File: src/rtl/jtdd_sndcmd_pkg.sv
// Shared types and constants for the sound-command transmitter.
// Queue build option: define JTDD_SNDCMD_FIFO_EN for the FIFO, leave it undefined for the single latch.
package jtdd_sndcmd_pkg;

    localparam int TCNT_W  = 16;
    localparam int GAP_LEN = 2;

    typedef logic [TCNT_W-1:0] tcnt_t;

    typedef enum logic [2:0] {
        ST_IDLE,
        ST_IRQ,
        ST_HOLD,
        ST_GAP,
        ST_RETRY
    } state_t;

    // True on the last cycle of a len-cycle wait that started with cnt at zero
    function automatic logic cnt_done(input tcnt_t cnt, input tcnt_t len);
        return cnt == len - tcnt_t'(1);
    endfunction

endpackage

File: src/rtl/jtdd_sndcmd_fifo.sv
// Command byte queue: a 2^AW-deep FIFO with JTDD_SNDCMD_FIFO_EN, otherwise a
// single holding register where a write into a full slot replaces the byte.
module jtdd_sndcmd_fifo
    import jtdd_sndcmd_pkg::*;
#(
    parameter int AW = 3
) (
    input  logic       clk,
    input  logic       rst,
    input  logic       push,
    input  logic       pop,
    input  logic       flush,
    input  logic [7:0] din,
    output logic [7:0] dout,
    output logic       empty,
    output logic       full
);

`ifdef JTDD_SNDCMD_FIFO_EN
    localparam int DEPTH = 1 << AW;

    logic [7:0]    mem_q [DEPTH];
    logic [AW-1:0] wr_q, wr_d, rd_q, rd_d;
    logic [AW:0]   cnt_q, cnt_d;
    logic          do_push, do_pop;

    assign empty   = (cnt_q == '0);
    assign full    = cnt_q[AW];
    assign dout    = mem_q[rd_q];
    assign do_pop  = pop & ~empty;
    // A pop on the same edge frees the slot, so a full queue still accepts the byte
    assign do_push = push & (~full | do_pop);

    always_comb begin
        wr_d  = wr_q;
        rd_d  = rd_q;
        cnt_d = cnt_q;
        if (flush) begin
            wr_d  = '0;
            rd_d  = '0;
            cnt_d = '0;
        end else begin
            if (do_push) wr_d = wr_q + AW'(1);
            if (do_pop)  rd_d = rd_q + AW'(1);
            if (do_push && !do_pop)      cnt_d = cnt_q + (AW+1)'(1);
            else if (!do_push && do_pop) cnt_d = cnt_q - (AW+1)'(1);
        end
    end

    always_ff @(posedge clk or posedge rst) begin
        if (rst) begin
            wr_q  <= '0;
            rd_q  <= '0;
            cnt_q <= '0;
        end else begin
            wr_q  <= wr_d;
            rd_q  <= rd_d;
            cnt_q <= cnt_d;
        end
    end

    always_ff @(posedge clk) begin
        if (do_push && !flush) mem_q[wr_q] <= din;
    end
`else
    logic [7:0] data_q, data_d;
    logic       vld_q, vld_d;

    assign dout  = data_q;
    assign empty = ~vld_q;
    assign full  = vld_q;

    always_comb begin
        data_d = data_q;
        vld_d  = vld_q;
        if (flush) begin
            vld_d = 1'b0;
        end else if (push) begin
            data_d = din;
            vld_d  = 1'b1;
        end else if (pop) begin
            vld_d = 1'b0;
        end
    end

    always_ff @(posedge clk or posedge rst) begin
        if (rst) begin
            data_q <= '0;
            vld_q  <= 1'b0;
        end else begin
            data_q <= data_d;
            vld_q  <= vld_d;
        end
    end
`endif

endmodule

File: src/rtl/jtdd_sndcmd.sv
// Main-CPU to sound-CPU command transmitter: queues bytes, raises snd_irq per byte
// and waits for the latch read. Queue depth selected by JTDD_SNDCMD_FIFO_EN.
module jtdd_sndcmd
    import jtdd_sndcmd_pkg::*;
#(
    parameter int          AW   = 3,
    parameter logic [15:0] TOUT = 16'd4096
) (
    input  logic       clk,
    input  logic       rst,
    input  logic       cpu_cen,
    input  logic [7:0] cpu_dout,
    input  logic       latch_we,
    input  logic       snd_rst_req,
    input  logic       snd_ack,
    output logic [7:0] snd_latch,
    output logic       snd_irq,
    output logic       snd_rstb,
    output logic       busy,
    output logic       overflow
);

    state_t     state_q, state_d;
    tcnt_t      cnt_q, cnt_d;
    logic [7:0] latch_q, latch_d;
    logic       irq_q, irq_d;
    logic       ovf_q, ovf_d;
    logic       rstb_q;
    logic       ack_q, ack_prev_q;

    logic       push, pop, empty, full, ack_rise;
    logic [7:0] fifo_dout;

    assign push     = latch_we & cpu_cen & ~snd_rst_req;
    assign ack_rise = ack_q & ~ack_prev_q;

    jtdd_sndcmd_fifo #(.AW(AW)) u_fifo (
        .clk   (clk),
        .rst   (rst),
        .push  (push),
        .pop   (pop),
        .flush (snd_rst_req),
        .din   (cpu_dout),
        .dout  (fifo_dout),
        .empty (empty),
        .full  (full)
    );

    always_comb begin
        state_d = state_q;
        cnt_d   = cnt_q;
        latch_d = latch_q;
        irq_d   = irq_q;
        ovf_d   = ovf_q;
        pop     = 1'b0;
        if (snd_rst_req) begin
            state_d = ST_IDLE;
            cnt_d   = '0;
            irq_d   = 1'b0;
            ovf_d   = 1'b0;
        end else begin
            case (state_q)
                ST_IDLE: if (!empty) begin
                    pop     = 1'b1;
                    latch_d = fifo_dout;
                    irq_d   = 1'b1;
                    cnt_d   = '0;
                    state_d = ST_IRQ;
                end
                ST_IRQ: begin
                    // An ack landing on the timeout cycle still counts as delivered
                    if (ack_rise) begin
                        irq_d   = 1'b0;
                        state_d = ST_HOLD;
                    end else if (TOUT != '0 && cnt_done(cnt_q, TOUT)) begin
                        irq_d   = 1'b0;
                        cnt_d   = '0;
                        state_d = ST_RETRY;
                    end else begin
                        cnt_d = cnt_q + tcnt_t'(1);
                    end
                end
                ST_HOLD: if (!ack_q) begin
                    cnt_d   = '0;
                    state_d = ST_GAP;
                end
                ST_GAP: begin
                    if (cnt_done(cnt_q, tcnt_t'(GAP_LEN))) begin
                        cnt_d   = '0;
                        state_d = ST_IDLE;
                    end else begin
                        cnt_d = cnt_q + tcnt_t'(1);
                    end
                end
                ST_RETRY: begin
                    if (cnt_done(cnt_q, tcnt_t'(GAP_LEN))) begin
                        cnt_d   = '0;
                        irq_d   = 1'b1;
                        state_d = ST_IRQ;
                    end else begin
                        cnt_d = cnt_q + tcnt_t'(1);
                    end
                end
                default: state_d = ST_IDLE;
            endcase
            ovf_d = ovf_q | (push & full & ~pop);
        end
    end

    always_ff @(posedge clk or posedge rst) begin
        if (rst) begin
            state_q    <= ST_IDLE;
            cnt_q      <= '0;
            latch_q    <= '0;
            irq_q      <= 1'b0;
            ovf_q      <= 1'b0;
            rstb_q     <= 1'b0;
            ack_q      <= 1'b0;
            ack_prev_q <= 1'b0;
        end else begin
            state_q    <= state_d;
            cnt_q      <= cnt_d;
            latch_q    <= latch_d;
            irq_q      <= irq_d;
            ovf_q      <= ovf_d;
            rstb_q     <= ~snd_rst_req;
            ack_q      <= snd_ack;
            ack_prev_q <= ack_q;
        end
    end

    assign snd_latch = latch_q;
    assign snd_irq   = irq_q;
    assign snd_rstb  = rstb_q;
    assign busy      = full;
    assign overflow  = ovf_q;

endmodule

File: config.mk
export PLATFORM = sky130hd
export DESIGN_NAME = jtdd_sndcmd
export DESIGN_NICKNAME = d
export VERILOG_FILES = /design/src/rtl/jtdd_sndcmd_pkg.sv /design/src/rtl/jtdd_sndcmd_fifo.sv /design/src/rtl/jtdd_sndcmd.sv
export SDC_FILE = /design/constraint.sdc
export NUM_CORES = 1
export LEC_CHECK = 0
export CAP_MARGIN = 40
export CORE_UTILIZATION = 55
export CTS_BUF_LIST = sky130_fd_sc_hd__clkbuf_4
export DETAILED_ROUTE_END_ITERATION = 16
export PLACE_DENSITY_LB_ADDON = 0.15
export SLEW_MARGIN = 5
export SYNTH_ARGS = -nofsm -noshare
export SYNTH_HDL_FRONTEND = slang
export SYNTH_SLANG_ARGS = --single-unit
File: constraint.sdc
create_clock -name clk -period 2.9 [get_ports clk]
set_input_delay 0.725 -clock clk [delete_from_list [all_inputs] [get_ports clk]]
set_output_delay 0.725 -clock clk [all_outputs]
set_load 0.005 [all_outputs]
Word-level counts from Yosys, hierarchy flattened
Cells that the tools add are included.
{ "word_totals": {"register_bits": 41, "in_bits": 14, "output_inout_bits": 12, "word_cells": 71} }
{ "op_classes": {"addsub": 1, "eq_ne": 12, "mux": 29, "n_bitwise": 9, "n_reduce_logical": 10} }
{ "ops": {"columns": ["operator", "count"], "rows": [
  ["16-bit 2-to-1 mux", 6],
  ["16-bit case mux with 4 select lines", 1],
  ["3-bit 2-to-1 mux", 7],
  ["16-bit by 1-bit adder with 16-bit output, second input constant", 1],
  ["16-bit by 1-bit equality test with 1-bit output, second input constant", 1],
  ["16-bit by 12-bit equality test with 1-bit output, second input constant", 1],
  ["3-bit case mux with 5 select lines", 1],
  ["1-bit 2-to-1 mux", 13],
  ["3-bit != test, second input constant", 4],
  ["4-bit AND reduction", 2],
  ["3-bit by 2-bit equality test with 1-bit output, second input constant", 2],
  ["1-bit AND", 5],
  ["5-bit AND reduction", 1],
  ["5-bit nonzero test", 1],
  ["4-bit != test, second input constant", 1],
  ["4-bit nonzero test", 1],
  ["3-bit by 1-bit equality test with 1-bit output, second input constant", 1],
  ["3-bit equality test, second input constant", 1],
  ["3-bit logical NOT", 1],
  ["3-bit by 2-bit != test with 1-bit output, second input constant", 1],
  ["1-bit NOT", 3],
  ["1-bit case mux with 3 select lines", 1],
  ["3-bit AND reduction", 1],
  ["3-bit nonzero test", 1],
  ["3 further kinds", 3]
]} }

Longest topological paths before layout
{ "depth": {"word_depth": 7, "ltp_mapped": 8, "ltp_nobuf": 7} }

Modules after synthesis
Synthesis repeated with hierarchy kept, for this count alone.
{ "unflattened": {"cells_unflattened": 195, "hier_area_um2": 2205.9} }
{ "modules_own_cells": {"columns": ["mod", "n_inst", "cells_each", "area_per_inst_um2", "seq_area_each_um2"], "rows": [
  ["jtdd_sndcmd", 1, 171, 1813.0, 800.8],
  ["jtdd_sndcmd_fifo", 1, 24, 392.9, 225.2]
]} }

Least setup slack after synthesis
OpenSTA, ideal clock, no wires.
{ "synth_path": {"path_kind": "flip-flop to flip-flop", "start": "register cnt_q[0]", "end": "register state_q[0]", "setup_time_ps": 79, "arrival_ps": 2010, "t_required_ps": 2821, "path_slack_ps": 810, "path_stages_with_launch": 8, "path_buffers": 1, "period_less_slack_ps": 2090, "cell_sequence": "dfrtp_1 ha_1 nand3_2 or4_4 o21a_1 buf_6 o21ai_4 mux2i_1"} }
{ "synth_via": {"elab_chain_len": 3, "elab_cells_between_ends": 6, "cone_classes": "eq/ne (5); reduce/logical (1)"} }
{ "synth_rtl": {"columns": ["item", "line", "source"], "rows": [
  ["start, declared", "jtdd_sndcmd.sv:24", "tcnt_t cnt_q, cnt_d;"],
  ["start signal, assigned", "jtdd_sndcmd.sv:122", "cnt_q <= cnt_d;"],
  ["16-bit by 12-bit equality test with 1-bit output / 16-bit by 1-bit equality test with 1-bit output (equally long branches)", "jtdd_sndcmd_pkg.sv:20", "return cnt == len - tcnt_t'(1);"],
  ["4-bit != test (no line) / 3-bit != test (equally long branches)", null, null],
  ["5-bit AND reduction (no line) (*)", null, null],
  ["end signal, assigned", "jtdd_sndcmd.sv:121", "state_q <= state_d;"],
  ["end, declared", "jtdd_sndcmd.sv:23", "state_t state_q, state_d;"]
]} }
Every way passes the cells marked *; elsewhere a longest branch is shown, timed or not.
A chain may end at the register's enable or synchronous reset.

Worst setup path after layout
{ "layout_path": {"start": "register cnt_q[0]", "end": "register cnt_q[14]"} }
{ "layout_via": {"elab_chain_len": 5, "elab_cells_between_ends": 8, "cone_classes": "add/sub (1); eq/ne (2); mux (5)"} }
{ "layout_rtl": {"columns": ["item", "line", "source"], "rows": [
  ["16-bit by 1-bit adder with 16-bit output / 16-bit by 12-bit equality test with 1-bit output (equally long branches)", null, null],
  ["16-bit 2-to-1 mux", "jtdd_sndcmd.sv:75", "end else if (TOUT != '0 && cnt_done(cnt_q, TOUT)) begin"],
  ["16-bit 2-to-1 mux", "jtdd_sndcmd.sv:72", "if (ack_rise) begin"],
  ["16-bit case mux with 4 select lines (*)", "jtdd_sndcmd.sv:62", "case (state_q)"],
  ["16-bit 2-to-1 mux (*)", "jtdd_sndcmd.sv:56", "if (snd_rst_req) begin"]
]} }
Every way passes the cells marked *; elsewhere a longest branch is shown, timed or not. The select of a mux whose other input is x is not followed.

==> impl_metrics.yaml <==
outcome:
  outcome: "finished, final reports clean"
sta:
  fin_skew_ns: 0.0165
  timing.hold.ws_ns: 0.429
  finalSetupViolCount: 0
  fin_tns_setup_ns: 0
  hold_violations: 0
  rsz0062_at_grt: "no"
  layout_min_cycle_time_ns: 2.46
  max_slew_margin_pct: 41.6
  fmax_mhz: 406
  worstMarginPinSlew_ns: 0.868
  report.final.slew_viol_count: 0
  fin_crit_sh_pct: 84.9
  setup_slack_ns: 0.438
place:
  io_buffers: 25
  routabilityCongestion: 0.882
  dp_slack_ns: 0.347
  dpl.hpwl_um: 3110
  dpl_cell_area_um2: 2360
worst_setup_path:
  path_buf_inv: 0
  path_cells: "ha_1 -> nand3_2 -> or4_4 -> o21a_1 -> nor3_2 -> nor3_1"
  cp_data_required_time_ns: 3.14
  path_class: "reg2reg"
  worst_ep_arrival_time_ns: 2.70
  path_max_fanout: 11
  crit_family: "simple AND/OR/NAND/NOR gates"
  cpPeakStageDelay_ns: 0.57
  crit_slowest_cell: "or4_4"
  start_kind: "flip-flop"
  cp-end-kind: "flip-flop"
yosys:
  yosysMostFrequentCell: "dfrtp_1"
  seq_area_frac_synth_pct: 49.3
  ys_types: 44
  synth_edf_count: 0
  avgSynthCellArea_um2: 10.4
  syn-cell-area_um2: 2080
  synth_seq_cells: 41
  synth.top_cell.area_share_pct: 49.3
  synth-async-reset-ratio_pct: 100
  synth_area_leaders: "dfrtp_1 (49%), mux2_2 (9.2%), o211ai_1 (4.3%)"
  synth_flop_cell: "dfrtp_1"
  synth_largest_area_cell: "dfrtp_1"
  ys_warn_count: 0
  synth_fp_nets: 216
  syn_inst: 200
  synthTopCellsByCount: "dfrtp_1 (41), nand2_1 (21), mux2_2 (17)"
final_layout:
  multiInputGateArea_um2: 992
  diodes: 0
  final_core_util_pct: 70.6
  seqCellArea_um2: 1030
  syn2layout_area_growth_pct: 17.5
  nets: 242
  num-fill-cells: 266
  design_area_um2: 2450
  drive_above_1_share_pct: 16.3
clocking:
  numCtsBuffers: 5
  postCtsSetupBuffers: 0
  cts_tree: "built"
  cts_sinks: 41
  cts_resized: 0
  path_clk_slew_ns: 0.13
  clk_latency_ns: 0.36
  cts.root.buffer_cell: "clkbuf_4"
  h-tree-depth: 2
  cts_max_path_buffers: 2
  hold_buffers: 0
pwr:
  p_leak_nw: 0.999
  peakVddDrop_uv: 442
  pwr-share-seq_pct: 50.2
  combPwrFrac_pct: 23.1
  p_int_w: 0.00104
  pwr-share-clk_pct: 26.7
  power.density_nw_per_um2: 577
  swShare_pct: 26.4
  p_sw_w: 0.000372
global_route:
  track_usage_pct: 24.5
  antenna_found_initial: 0
  grt_max_degree: 42
  grt_pass1_wl_um: 7590
  grt_overflow: 0
  grt_pass1_vias: 1686
floorplanning:
  start_util_pct: 60.0
  num_rows: 21
  pin_count: 26
  die_y_um: 63.5
  core_area_um2: 3470
  fp.dieW_um: 63.5
  die_area_um2: 4040
routing:
  drt-initial-drc-count: 168
  wl_per_cell_um: 15.8
  dr_total_vias: 1662
  drt-vias-per-instance: 6.09
  routed_wl_um: 4320
  postRouteAntennaNets: 0
  drt_pass1_iterations: 4
  drcViolationCount: 0
min_path:
  hold_path_class: "reg2reg"
flow_run:
  maxCapViolations: 0
## worst register-to-register path, cell delays in order, from the launching register on
cell,delay [ns]
dfrtp_1,0.47
ha_1,0.27
nand3_2,0.16
or4_4,0.57
o21a_1,0.35
nor3_2,0.41
nor3_1,0.12
## area by class of cell
type                    count  share of cell area [%]
clock buffers               5                    1.53
clock inverters             3                    1.89
inverters                   6                   0.920
multi-input cells         145                    40.5
flip-flops and latches     41                    41.9
well taps                  46                    2.35
repair buffers             27                    10.8
## registers in the layout, summed over array words and instances, names as in the netlist
register,count
ack_prev_q,1
cnt_q,16
snd_irq,1
state_q,3
overflow,1
snd_rstb,1
snd_latch,8
u_fifo.full,1
ack_q,1
u_fifo.dout,8
## cell families (layout without fill, tap and decap cells)
kind of cell               Yosys count  after routing  synth area share [%]
AOI/OAI and AO/OA                   38             38                  13.5
muxes                               23             23                  12.1
buffers and inverters               14             41                  3.06
DFF                                 41             41                  49.3
and+or+nand+nor                     82             82                  20.9
adders and majority gates            2              2                  1.20
## per-layer routing
| metal | global-route usage, % | part of all wire, % | vias to the layer above | routed length (um) |
|---|---|---|---|---|
| met2 | 40.6 | 51 | 53 | 2220 |
| met4 | 9.66 | 1.8 | 0 | 79 |
| li1 | - | - | 793 | - |
| met3 | 7.43 | 4.8 | 10 | 207 |
| met1 | 29.7 | 42 | 806 | 1810 |
| met5 | 0 | 0 | - | 0 |
## through the flow
stage	power, W	instances
2_1_floorplan	0.000870	200
3_3_place_gp	0.00103	265
3_5_place_dp	0.00105	265
4_1_cts	0.00143	273
5_1_grt	0.00148	273
6_report	0.00141	273
## final timing paths
kind / startpoint / to / slack, ns / cells after the start
min in group asynchronous: rst / cnt_q[5] / 0.77 / 3
max: cnt_q[0] / cnt_q[14] / 0.44 / 6
min reg2reg: ack_q / ack_prev_q / 0.43 / 0
min: ack_q / ack_prev_q / 0.43 / 0
max reg2reg: cnt_q[0] / cnt_q[14] / 0.44 / 6
max in group asynchronous: rst / u_fifo.dout[2] / 1.78 / 3
## power groups by stage
stage	Clock [W]	Combinational, W	Sequential, W
final	0.000377	0.000327	0.000709
after global routing	0.000408	0.000354	0.000721
after CTS	0.000389	0.000331	0.000709
after detailed placement	0	0.000329	0.000719
after global placement	0	0.000317	0.000711
after floorplan	0	0.000161	0.000709
## cell usage in the layout (no fill, tap or decap), drive strengths merged, types with 3 or more instances in the layout
master	Yosys	final
a21oi	3	3
and3	5	5
clkbuf	4	5
clkdlybuf4s50	0	25
dfrtp	41	41
inv	6	6
mux2	17	17
mux2i	6	6
nand2	21	21
nand3	8	8
nand4	4	4
nor2	12	12
nor3	13	13
o211ai	12	12
o21a	3	3
o21ai	6	6
o31ai	3	3
or2	3	3
(Power assumes the default switching activity.)
